===== config.mk =====
export PLATFORM = sky130hd
export DESIGN_NAME = pipe_arbiter
export DESIGN_NICKNAME = d
export VERILOG_FILES = /design/src/rtl/pipe_arbiter_pkg.sv /design/src/rtl/pipe_tag_delay.sv /design/src/rtl/pipe_arbiter.sv
export SDC_FILE = /design/constraint.sdc
export NUM_CORES = 1
export LEC_CHECK = 0
export BUFFER_PORTS_ARGS = -buffer_cell sky130_fd_sc_hd__buf_2
export CAP_MARGIN = 15
export CORE_AREA = 10 10 95 97
export CTS_CLUSTER_SIZE = 12
export DETAILED_ROUTE_END_ITERATION = 10
export DIE_AREA = 0 0 105 107
export GPL_TIMING_DRIVEN = 1
export PLACE_DENSITY = 0.78
export SKIP_CTS_REPAIR_TIMING = 1
export SLEW_MARGIN = 5
export SYNTH_ARGS = -nofsm -noshare
export SYNTH_HDL_FRONTEND = slang
export SYNTH_HIERARCHICAL = 1
export SYNTH_SLANG_ARGS = --single-unit

===== constraint.sdc =====
create_clock -name clk -period 3.2 [get_ports clk]
set_input_delay 0.32 -clock clk [delete_from_list [all_inputs] [get_ports clk]]
set_output_delay 0.32 -clock clk [all_outputs]
set_load 0.03 [all_outputs]

===== src/rtl/pipe_arbiter_pkg.sv =====
// Shared constants and types for the two-requester pipe arbiter.
// Defines the in-flight tag that travels alongside the shared pipe.
package pipe_arbiter_pkg;

   localparam int N_DEF   = 10;
   localparam int LAT_DEF = 3;
   localparam int TAG_W   = 2;

   typedef enum logic {
      OWNER_R0 = 1'b0,
      OWNER_R1 = 1'b1
   } owner_t;

   typedef struct packed {
      logic   valid;
      owner_t owner;
   } tag_t;

endpackage


===== src/rtl/pipe_tag_delay.sv =====
// LAT-deep shift register of {valid, owner} tags, kept in step with the pipe.
// A synchronous clear drops every in-flight tag, so pending results are never returned.
module pipe_tag_delay
   import pipe_arbiter_pkg::*;
#(
   parameter int LAT = LAT_DEF
) (
   input  logic clk,
   input  logic rst,
   input  tag_t tag_in,
   output tag_t tag_out
);

   tag_t sr [LAT];

   // NOTE: this storage is reset on purpose; a stale valid tag would return a bogus result.
   always_ff @(posedge clk) begin
      if (rst) begin
         for (int i = 0; i < LAT; i++) sr[i] <= '0;
      end else begin
         sr[0] <= tag_in;
         for (int i = 1; i < LAT; i++) sr[i] <= sr[i-1];
      end
   end

   assign tag_out = sr[LAT-1];

endmodule


===== src/rtl/pipe_arbiter.sv =====
// Round-robin arbiter sharing one fixed-latency pipe between two requesters.
// Owner tags ride alongside the pipe, and each result is routed back to its owner.
module pipe_arbiter
   import pipe_arbiter_pkg::*;
#(
   parameter int N   = N_DEF,
   parameter int LAT = LAT_DEF,
   localparam int IW = $clog2(LAT + 2)
) (
   input  logic           clk,
   input  logic           rst,
   input  logic           en,
   input  logic           r0_valid,
   input  logic [4*N-1:0] r0_ops,
   output logic           r0_ready,
   output logic           r0_res_valid,
   output logic [N-1:0]   r0_res,
   input  logic           r1_valid,
   input  logic [4*N-1:0] r1_ops,
   output logic           r1_ready,
   output logic           r1_res_valid,
   output logic [N-1:0]   r1_res,
   output logic [N-1:0]   p_a,
   output logic [N-1:0]   p_b,
   output logic [N-1:0]   p_c,
   output logic [N-1:0]   p_d,
   input  logic [N-1:0]   p_f,
   output logic [IW-1:0]  inflight
);

   owner_t         pref;
   logic           xfer;
   logic [4*N-1:0] sel_ops;
   tag_t           tag_in;
   tag_t           tag_out;
   logic           ret;

   // NOTE: every output gets a default first so this block can never infer a latch.
   always_comb begin
      r0_ready = 1'b0;
      r1_ready = 1'b0;
      if (en && !rst) begin
         if (r0_valid && (!r1_valid || pref == OWNER_R0)) r0_ready = 1'b1;
         else if (r1_valid)                               r1_ready = 1'b1;
      end
   end

   assign xfer    = (r0_valid & r0_ready) | (r1_valid & r1_ready);
   assign sel_ops = r1_ready ? r1_ops : r0_ops;
   assign tag_in  = '{valid: xfer, owner: (r1_ready ? OWNER_R1 : OWNER_R0)};
   assign ret     = tag_out.valid;

   pipe_tag_delay #(.LAT(LAT)) u_tag_delay (
      .clk     (clk),
      .rst     (rst),
      .tag_in  (tag_in),
      .tag_out (tag_out)
   );

   // NOTE: all state here uses non-blocking assignments so every register samples pre-edge values.
   always_ff @(posedge clk) begin
      if (rst) begin
         pref         <= OWNER_R0;
         p_a          <= '0;
         p_b          <= '0;
         p_c          <= '0;
         p_d          <= '0;
         r0_res       <= '0;
         r1_res       <= '0;
         r0_res_valid <= 1'b0;
         r1_res_valid <= 1'b0;
         inflight     <= '0;
      end else begin
         // Idle cycles feed zeros so the pipe never sees stale operands.
         if (xfer) begin
            p_a  <= sel_ops[4*N-1 -: N];
            p_b  <= sel_ops[3*N-1 -: N];
            p_c  <= sel_ops[2*N-1 -: N];
            p_d  <= sel_ops[N-1:0];
            pref <= r1_ready ? OWNER_R0 : OWNER_R1;
         end else begin
            p_a <= '0;
            p_b <= '0;
            p_c <= '0;
            p_d <= '0;
         end

         r0_res_valid <= ret && (tag_out.owner == OWNER_R0);
         r1_res_valid <= ret && (tag_out.owner == OWNER_R1);
         if (ret && tag_out.owner == OWNER_R0) r0_res <= p_f;
         if (ret && tag_out.owner == OWNER_R1) r1_res <= p_f;

         case ({xfer, ret})
            2'b10:   inflight <= inflight + IW'(1);
            2'b01:   inflight <= inflight - IW'(1);
            default: inflight <= inflight;
         endcase
      end
   end

endmodule

==> results.toml, run 1 <==
[run_status]
status = "finished, final reports clean"

[clock_tree]
clock_sinks = 72
root_buffer = "clkbuf_8"
cts_made_buffers = 9
insertion_delay_ns = 0.34
cts_tree = "done"
clk_pin_slew_ns = 0.08
clockBufferDepth = 2
htree_levels = 3

[sta]
fin_skew_ns = 0.00990
period_needed_ns = 1.98
fmaxAchievable_ghz = 0.505
max_slew_margin_pct = 51.5
final.setup.tns_ns = 0
finalHoldViolations = 0
rsz0062_at_grt = "no"
setup_viol = 0
post-route-period-util_pct = 61.8
drv_slew = 0
worstMarginPinSlew_ns = 0.727

[grt]
gr-usage-met2_pct = 25.6
grt-ovfl-total = 0
grt_pass1_vias = 2844
use_met3_pct = 8.68
grtUsageTotal_pct = 15.0
grt_first_pass_wirelength_mm = 13.8
antenna_found_initial = 1
grt-busiest-layer = "met2"
grt_max_degree = 55
use_met1_pct = 15.0

[route]
viasPerCell = 4.84
vias = 2726
totalWireLength_mm = 8.80
wl_per_cell_um = 15.6
drtAntennaViolNets = 0
dr.first_iter.drc_count = 68
drc = 0
dr.pass1.iters = 4

[yosys]
yosys.area_share.simple_pct = 17.9
synth_top_family_by_area = "compound AO/OA/AOI/OAI gates"
synth_compound_area_share_pct = 26.3
synth_flop_cell = "dfxtp_1"
ys_top_cells_by_count = "dfxtp_1 (72), nand2_1 (42), nand3b_1 (40), o21ai_2 (40), a21oi_2 (39)"
synth_top_area_share_pct = 45.6
yosys_warnings = 6
ys_ff_latch = 72
synth.most_common_cell = "dfxtp_1"
yosysSeqAreaShare_pct = 45.6
synthAdderAreaFrac_pct = 1.03
yosys-top-cells-area = "dfxtp_1 (46%), o21ai_2 (11%), a21oi_2 (11%)"
synthMuxAreaShare_pct = 0.316
syn_avg_cell_area_um2 = 10.0
synth-xor-area-share_pct = 0.554
synth.net_count = 412
synthDistinctLibCells = 29
synthArstFlopShare_pct = 0
synth_cells = 315
netlist_area_um2 = 3160
synth_edf_count = 0
synth_top_cell_by_area = "dfxtp_1"

[floorplan]
die_h_um = 107
die_w_um = 105
start_util_pct = 44.3
rows = 31
core-area_um2 = 7140
io-pin-count = 162
die_area_um2 = 11200

[setup_path]
cp_top_family = "simple AND/OR/NAND/NOR gates"
startpoint_type = "flop"
slowest_stage = "nor2b_4"
cp_cell_sequence = "nor2b_4, nor3b_1, buf_2"
crit_path_max_incr_delay_ns = 0.59
crit_type = "reg -> out"
r2r_slack_ns = 1.51
required_ns = 2.88
critPathMaxFanout = 28
crit_arrival_ns = 1.66
cp_num_buf_inv = 1
crit_path_end_kind = "primary output"

[pwr]
powerDensity_nw_per_um2 = 493
vdd_drop_max_mv = 0.190
clockPowerShare_pct = 38.7
finalPower_mw = 2.02
p_seq_share_pct = 46.0
p_int_mw = 1.50
swShare_pct = 26.1
p_sw_mw = 0.528
power.leakage_nw = 1.78
power_frac_comb_pct = 15.3

[place]
dp_hpwl_mm = 6.75
port_buffers = 161
placed_cells = 548
gp_congestion = 0.744
place_area_um2 = 3880

[finish]
fill_cells = 669
area_growth_syn_to_layout_pct = 29.7
stdcell_area_um2 = 4100
diodes = 0
nets = 557
post_layout_nonfiller_instances = 563
drive_gt1_share_pct = 56.7

[hold_path]
hold_class = "in -> reg"

[flow_run]
drv_cap = 0
[power by group through the flow]
stage / Clock [mW] / Combinational, mW / Sequential (mW)
2_1_floorplan: 0 / 0.176 / 1.00
3_3_place_gp: 0 / 0.306 / 0.951
3_5_place_dp: 0 / 0.313 / 0.952
4_1_cts: 0.807 / 0.314 / 0.931
5_1_grt: 0.847 / 0.335 / 0.933
6_report: 0.784 / 0.309 / 0.931
[worst register-to-register path: stages, from the launching register on]
cell and delay, ns:
dfxtp_1 0.36, nor2b_4 0.59, buf_12 0.33, nand3b_1 0.20, a21oi_2 0.06
[per-layer routing]
metal / vias up / share of wire (%)
met5: - / 0.17
met4: 2 / 1.1
met3: 11 / 12
met2: 108 / 49
met1: 1236 / 38
li1: 1369 / -
[path summary, 6_finish.rpt]
path | endpoint | from | cells past startpoint
setup / recovery | r1_ready | pref | 3
hold / removal | pref | en | 2
hold reg to reg | u_tag_delay/sr[0][3] | u_tag_delay/sr[0][1] | 1
setup reg to reg | p_a[4] | pref | 4
[cell families (layout without fill, tap and decap cells)]
kind of cell / after synthesis / after routing
multiplexers: 1 / 1
adder cells (fa/ha/maj): 2 / 2
AND/OR/NAND/NOR: 99 / 99
AO/OA/AOI/OAI: 106 / 106
buffers and inverters: 33 / 182
XOR/XNOR: 2 / 2
flip-flops: 72 / 72
[flip-flops by register name, summed over array words and instances, names as in the netlist]
name,count
p_d,10
r0_res,10
r1_res_valid,1
pref,1
inflight,3
p_c,10
r1_res,10
p_b,10
r0_res_valid,1
p_a,10
u_tag_delay/sr,6
[layout by cell type, fill, tap and decap left out, types with 4 or more instances in the layout]
master      n
a21oi_1    24
a21oi_2    39
buf_2     161
clkbuf_8   10
dfxtp_1    72
nand2_1    42
nand3b_1   40
nor2_1      4
nor2b_1     7
o21ai_2    39
[cell type report]
cell class | instances | area (um2) | area share [%]
multi-input combinational | 210 | 1460 | 35.7
sequential | 72 | 1440 | 35.1
timing repair buffer | 165 | 848 | 20.7
clock buffer | 10 | 138 | 3.35
tap | 99 | 124 | 3.02
clock inverter | 5 | 81.3 | 1.98
inverter | 2 | 7.51 | 0.183
[per-stage QoR]
step,hold slack (ns),setup WS [ns],util (%)
after floorplan,0.392,1.05,-
after global placement,0.423,1.01,54.4
after detailed placement,0.432,0.951,54.4
after CTS,0.195,1.20,57.5
after global routing,0.192,1.12,57.5
final,0.210,1.22,57.5
Power figures use the tool's default switching activity.
==> inputs of run 2 (changes only) <==
clock period = 1.85 ns   (was 3.2 ns; I/O delays follow)
==> run 2 against run 1 <==
- wire length increased by 2.0%
- sequential power is 73% higher
- die area unchanged
- non-clock buffer count up 4
- largest cell class unchanged
- worst hold slack got worse by 0.12 ns
- clock-buffer cell count unchanged
- critical path depth grew 2
==> results.toml, run 2 (same netlist as run 1, synthesis figures left out) <==
[clock_tree]
cts_made_buffers = 9
clk_pin_slew_ns = 0.08
clock_sinks = 72
clockBufferDepth = 2
root_buffer = "clkbuf_8"
cts_tree = "done"
htree_levels = 3
insertion_delay_ns = 0.33

[place]
gp_congestion = 0.742
port_buffers = 161
dpl_worst_slack_ns = 0.0771
dp_hpwl_mm = 6.76

[setup_path]
slowest_stage = "dfxtp_1"
worstRegToRegCells = 5
r2r_slack_ns = 0.32
crit_type = "reg -> reg"
r2r-end = "inflight[2]"
cp_num_buf_inv = 0
cp_top_family = "adder cells"
required_ns = 2.12
critPathMaxFanout = 5
cp_cell_sequence = "ha_4, fa_2, xnor2_1, or3_1, a21oi_1"
startpoint_type = "flop"
crit_path_end_kind = "flop"
crit_path_max_incr_delay_ns = 0.37
cp.depth = 5
reg2reg_from = "u_tag_delay/sr[0][5]"
crit_arrival_ns = 1.80
startpoint = "u_tag_delay/sr[0][5]"

[sta]
fmaxAchievable_ghz = 0.652
max_slew_margin_pct = 54.9
finalHoldViolations = 0
drv_slew = 0
period_needed_ns = 1.53
setup_viol = 0
rsz0062_at_grt = "no"
finalWorstSetupSlack_ns = 0.317
worstMarginPinSlew_ns = 0.676
hold_ws_ns = 0.0902
final.setup.tns_ns = 0
post-route-period-util_pct = 82.9
fin_skew_ns = 0.00628

[floorplan]
die_h_um = 107
rows = 31
io-pin-count = 162
die_w_um = 105
die_area_um2 = 11200
start_util_pct = 44.3
core-area_um2 = 7140

[route]
vias = 2780
drtAntennaViolNets = 0
totalWireLength_mm = 8.97
drc = 0
dr.pass1.iters = 4
viasPerCell = 4.89
dr.first_iter.drc_count = 84
wl_per_cell_um = 15.8

[grt]
grt-ovfl-total = 0
grtUsageTotal_pct = 15.7
grt_max_degree = 49
grt_first_pass_wirelength_mm = 14.5
antenna_found_initial = 0
grt_pass1_vias = 2955

[finish]
final_common_cell = "buf_2"
diodes = 0
nets = 561
mostFrequentLayoutCells = "buf_2 (161), dfxtp_1 (72), nand2_1 (42), nand3b_1 (40)"
area_growth_syn_to_layout_pct = 30.9
fill_cells = 686
utilization_pct = 58.0
drive_gt1_share_pct = 57.4

[pwr]
powerDensity_nw_per_um2 = 841
vdd_drop_max_mv = 0.377
finalPower_mw = 3.48
power.leakage_nw = 1.80

[hold_path]
min_from = "r0_ops[22]"
whs_endpoint = "p_b[2]"
hold_class = "in -> reg"
holdPathStages = 3

[run_status]
status = "finished, final reports clean"

[flow_run]
drv_cap = 0
==> run 2: cell count changes in the layout (fill, tap and decap cells not counted) <==
cell / previous run / this run
clkbuf_1: 0 / 1
fa_1: 1 / 0
buf_4: 3 / 7
ha_1: 1 / 0
clkinv_2: 1 / 3
fa_2: 0 / 1
clkinvlp_4: 1 / 0
ha_4: 0 / 1
clkbuf_8: 10 / 9
==> run 2: how the worst max path moves through the flow <==
stage	endpoint	slack, ns
6_report	inflight[2]	0.32
5_1_grt	r1_ready	0.21
4_1_cts	r1_ready	0.28
3_5_place_dp	inflight[2]	0.08
3_3_place_gp	inflight[2]	0.13
2_1_floorplan	inflight[2]	0.01
==> run 2: routing by layer <==
layer | share of wire, % | global-route usage [%] | up-vias
li1 | - | - | 1377
met1 | 39 | 16.7 | 1279
met2 | 50 | 26.7 | 113
met3 | 9.6 | 7.25 | 11
met4 | 1.4 | 5.88 | 0
met5 | 0 | 0 | -
==> run 2: power breakdown <==
| group | total [mW] | leakage, nW | switching, mW | internal [mW] |
|---|---|---|---|---|
| sequential | 1.61 | 0.585 | 0.0170 | 1.59 |
| clock | 1.33 | 0.110 | 0.573 | 0.755 |
| combinational | 0.545 | 1.10 | 0.331 | 0.214 |
==> run 2: worst register-to-register path: cells and delay by family (launching register included) <==
kind,cells,cell delay [ns]
adders and majority gates,2,0.53
and+or+nand+nor,1,0.30
xor gates and xnor gates,1,0.14
DFF,1,0.37
AOI/OAI and AO/OA,1,0.14
==> run 2: layout make-up <==
| cell class | instances | area (um2) | area share, % |
|---|---|---|---|
| Multi-Input combinational cell | 210 | 1480 | 35.7 |
| Clock buffer | 10 | 128 | 3.08 |
| Timing Repair Buffer | 169 | 878 | 21.2 |
| Inverter | 2 | 7.51 | 0.181 |
| Tap cell | 99 | 124 | 2.99 |
| Sequential cell | 72 | 1440 | 34.8 |
| Clock inverter | 6 | 83.8 | 2.02 |
==> run 2: stage by stage <==
| stage | cell area (um2) | cells |
|---|---|---|
| final | 4140 | 568 |
| after global routing | 4140 | 568 |
| after CTS | 4140 | 568 |
| after detailed placement | 3930 | 552 |
| after global placement | 3930 | 552 |
| after floorplan | 3190 | 315 |
==> inputs of run 3 (changes only) <==
ABC_AREA = 1   (was not set)
CORE_AREA = 10 10 93 95   (was 10 10 95 97)
DIE_AREA = 0 0 103 105   (was 0 0 105 107)
clock period = 1.5 ns   (was 1.85 ns; I/O delays follow)
==> run 3 against run 2 <==
- the flow now finishes with violations (negative setup slack)
- largest cell class is now flip-flops and latches
- sequential share of layout area increased by 0.33 points
- non-clock buffer count rose by 6
- critical path type unchanged
- register-to-register slack got worse by 0.39 ns
==> results.toml, run 3 <==
[sta]
drv_slew = 0
post-route-period-util_pct = 105
fmaxAchievable_ghz = 0.636
max_slew_margin_pct = 71.6
period_needed_ns = 1.57
worstMarginPinSlew_ns = 0.426
hold_ws_ns = 0.0298
finalHoldViolations = 0
fin_skew_ns = 0.00893
setup_viol = 3
finalWorstSetupSlack_ns = -0.0716
rsz0062_at_grt = "yes"
final.setup.tns_ns = -0.151

[yosys]
yosys_warnings = 6
synth.most_common_cell = "nor2_1"
yosysSeqAreaShare_pct = 49.6
synthDistinctLibCells = 25
netlist_area_um2 = 2910
yosys-top-cells-area = "dfxtp_1 (50%), nor2_1 (17%), nand3_1 (6.9%)"
synth.net_count = 500
synth_flop_cell = "dfxtp_1"
ys_ff_latch = 72
synth_top_cell_by_area = "dfxtp_1"
ys_top_cells_by_count = "nor2_1 (135), dfxtp_1 (72), inv_1 (52)"
synth_edf_count = 0
synthArstFlopShare_pct = 0
syn_avg_cell_area_um2 = 7.21
synth_top_area_share_pct = 49.6
synth_cells = 403

[route]
highest_layer = "met4"
wl_per_cell_um = 13.5
wl_met1_mm = 3.42
dr_wl_met3_mm = 1.22
viasPerCell = 4.54
dr.first_iter.drc_count = 86
drtAntennaViolNets = 0
totalWireLength_mm = 8.79
dr.pass1.iters = 5
vias = 2955
route.met2.wl_mm = 4.07
drc = 0

[setup_path]
startpoint_type = "flop"
required_ns = 1.73
cp-endpoint = "inflight[2]"
r2r-end = "inflight[2]"
reg2reg_from = "pref"
crit_arrival_ns = 1.80
cp.depth = 10
startpoint = "pref"
cp_cell_sequence = "nand2_2, nand2_4, o21ai_4, inv_4, ha_4, fa_2, inv_1, nand2_1, a31oi_1, nor2_1"
cp_num_buf_inv = 2
critPathMaxFanout = 3
cp_top_family = "adder cells"
crit_path_end_kind = "flop"
worstRegToRegCells = 10
crit_type = "reg -> reg"
slowest_stage = "fa_2"
r2r_slack_ns = -0.07
crit_path_max_incr_delay_ns = 0.34

[pwr]
power.leakage_nw = 2.22
vdd_drop_max_mv = 0.538
powerDensity_nw_per_um2 = 1110

[finish]
multiInputGateArea_um2 = 1120
fill_cells = 623
area_growth_syn_to_layout_pct = 41.3
final_common_cell = "buf_2"
diodes = 0
post_layout_nonfiller_instances = 651
nets = 663
mostFrequentLayoutCells = "buf_2 (159), nor2_1 (135), dfxtp_1 (71), inv_1 (51), nand2_1 (44)"
seq_area_um2 = 1440
drive_gt1_share_pct = 35.7

[clock_tree]
clockBufferDepth = 2
insertion_delay_ns = 0.33
clk_pin_slew_ns = 0.08
cts_made_buffers = 9
htree_levels = 3
root_buffer = "clkbuf_8"
clock_sinks = 72
cts_tree = "done"

[place]
dp_hpwl_mm = 6.68
placed_cells = 633
port_buffers = 161
dpl_worst_slack_ns = -0.0667
gp_congestion = 0.758

[run_status]
status = "finished, violations left"
failed_checks = "negative setup slack"

[floorplan]
die_h_um = 105
die_area_um2 = 10800
io-pin-count = 162
core-area_um2 = 6760
die_w_um = 103
start_util_pct = 43.0
rows = 30

[grt]
grt_pass1_vias = 2921
grt_max_degree = 43
grt-ovfl-total = 0
grtUsageTotal_pct = 15.7
antenna_found_initial = 0
grt_first_pass_wirelength_mm = 13.8

[flow_run]
drv_cap = 0

[hold_path]
hold_class = "in -> reg"
## run 3: worst reg2reg max path: cells and delay by family (launching register included)
family                   cells  cell delay [ns]
adder cells (fa/ha/maj)      2             0.50
flip-flops                   1             0.33
AO/OA/AOI/OAI                2             0.28
AND/OR/NAND/NOR              4             0.26
buffers and inverters        2             0.11
## run 3: area by class of cell
cell class / count / share of cell area, %
clock inverters: 7 / 3.05
repair buffers: 175 / 23.7
flip-flops and latches: 72 / 35.1
clock buffers: 9 / 3.02
inverters: 56 / 5.24
well taps: 80 / 2.44
multi-input cells: 252 / 27.4
## run 3: through the flow
step                utilization, %  area, um2  power [mW]
global route                  60.8       4110        4.77
CTS                           59.9       4040        4.62
floorplan                        -       2920        2.45
detailed placement            56.2       3790        2.70
global placement              56.2       3790        2.69
finish                        60.8       4110        4.56
## run 3: how the worst min path moves through the flow
stage                     startpoint                   end  slack [ns]  cells past startpoint
final                      r0_ops[3]                p_d[3]        0.03                      3
after global routing      r0_ops[19]                p_c[9]        0.02                      3
after CTS                  r0_ops[3]                p_d[3]       0.006                      3
after detailed placement  r0_ops[16]                p_c[6]        0.38                      3
after global placement    r0_ops[39]                p_a[9]        0.37                      3
after floorplan                  rst  u_tag_delay/sr[0][2]        0.22                      1
## run 3: cells by family after synthesis
| group | Yosys count | synth area share (%) |
|---|---|---|
| fa+ha+maj | 2 | 1.12 |
| xor+xnor | 1 | 0.302 |
| buf+inv | 79 | 12.4 |
| compound gates | 24 | 4.57 |
| simple gates | 225 | 32.0 |
| flops | 72 | 49.6 |
## run 3: layer usage
layer	vias to the layer above	global-route usage (%)
met5	-	0
met4	0	5.07
met3	6	8.63
met2	129	24.8
met1	1280	17.4
li1	1540	-
## run 3: where the power goes
part	total (mW)	internal (mW)	switching (mW)
clock	1.88	1.13	0.759
combinational	0.663	0.255	0.408
sequential	2.01	1.98	0.0275
total	4.56	3.37	1.19
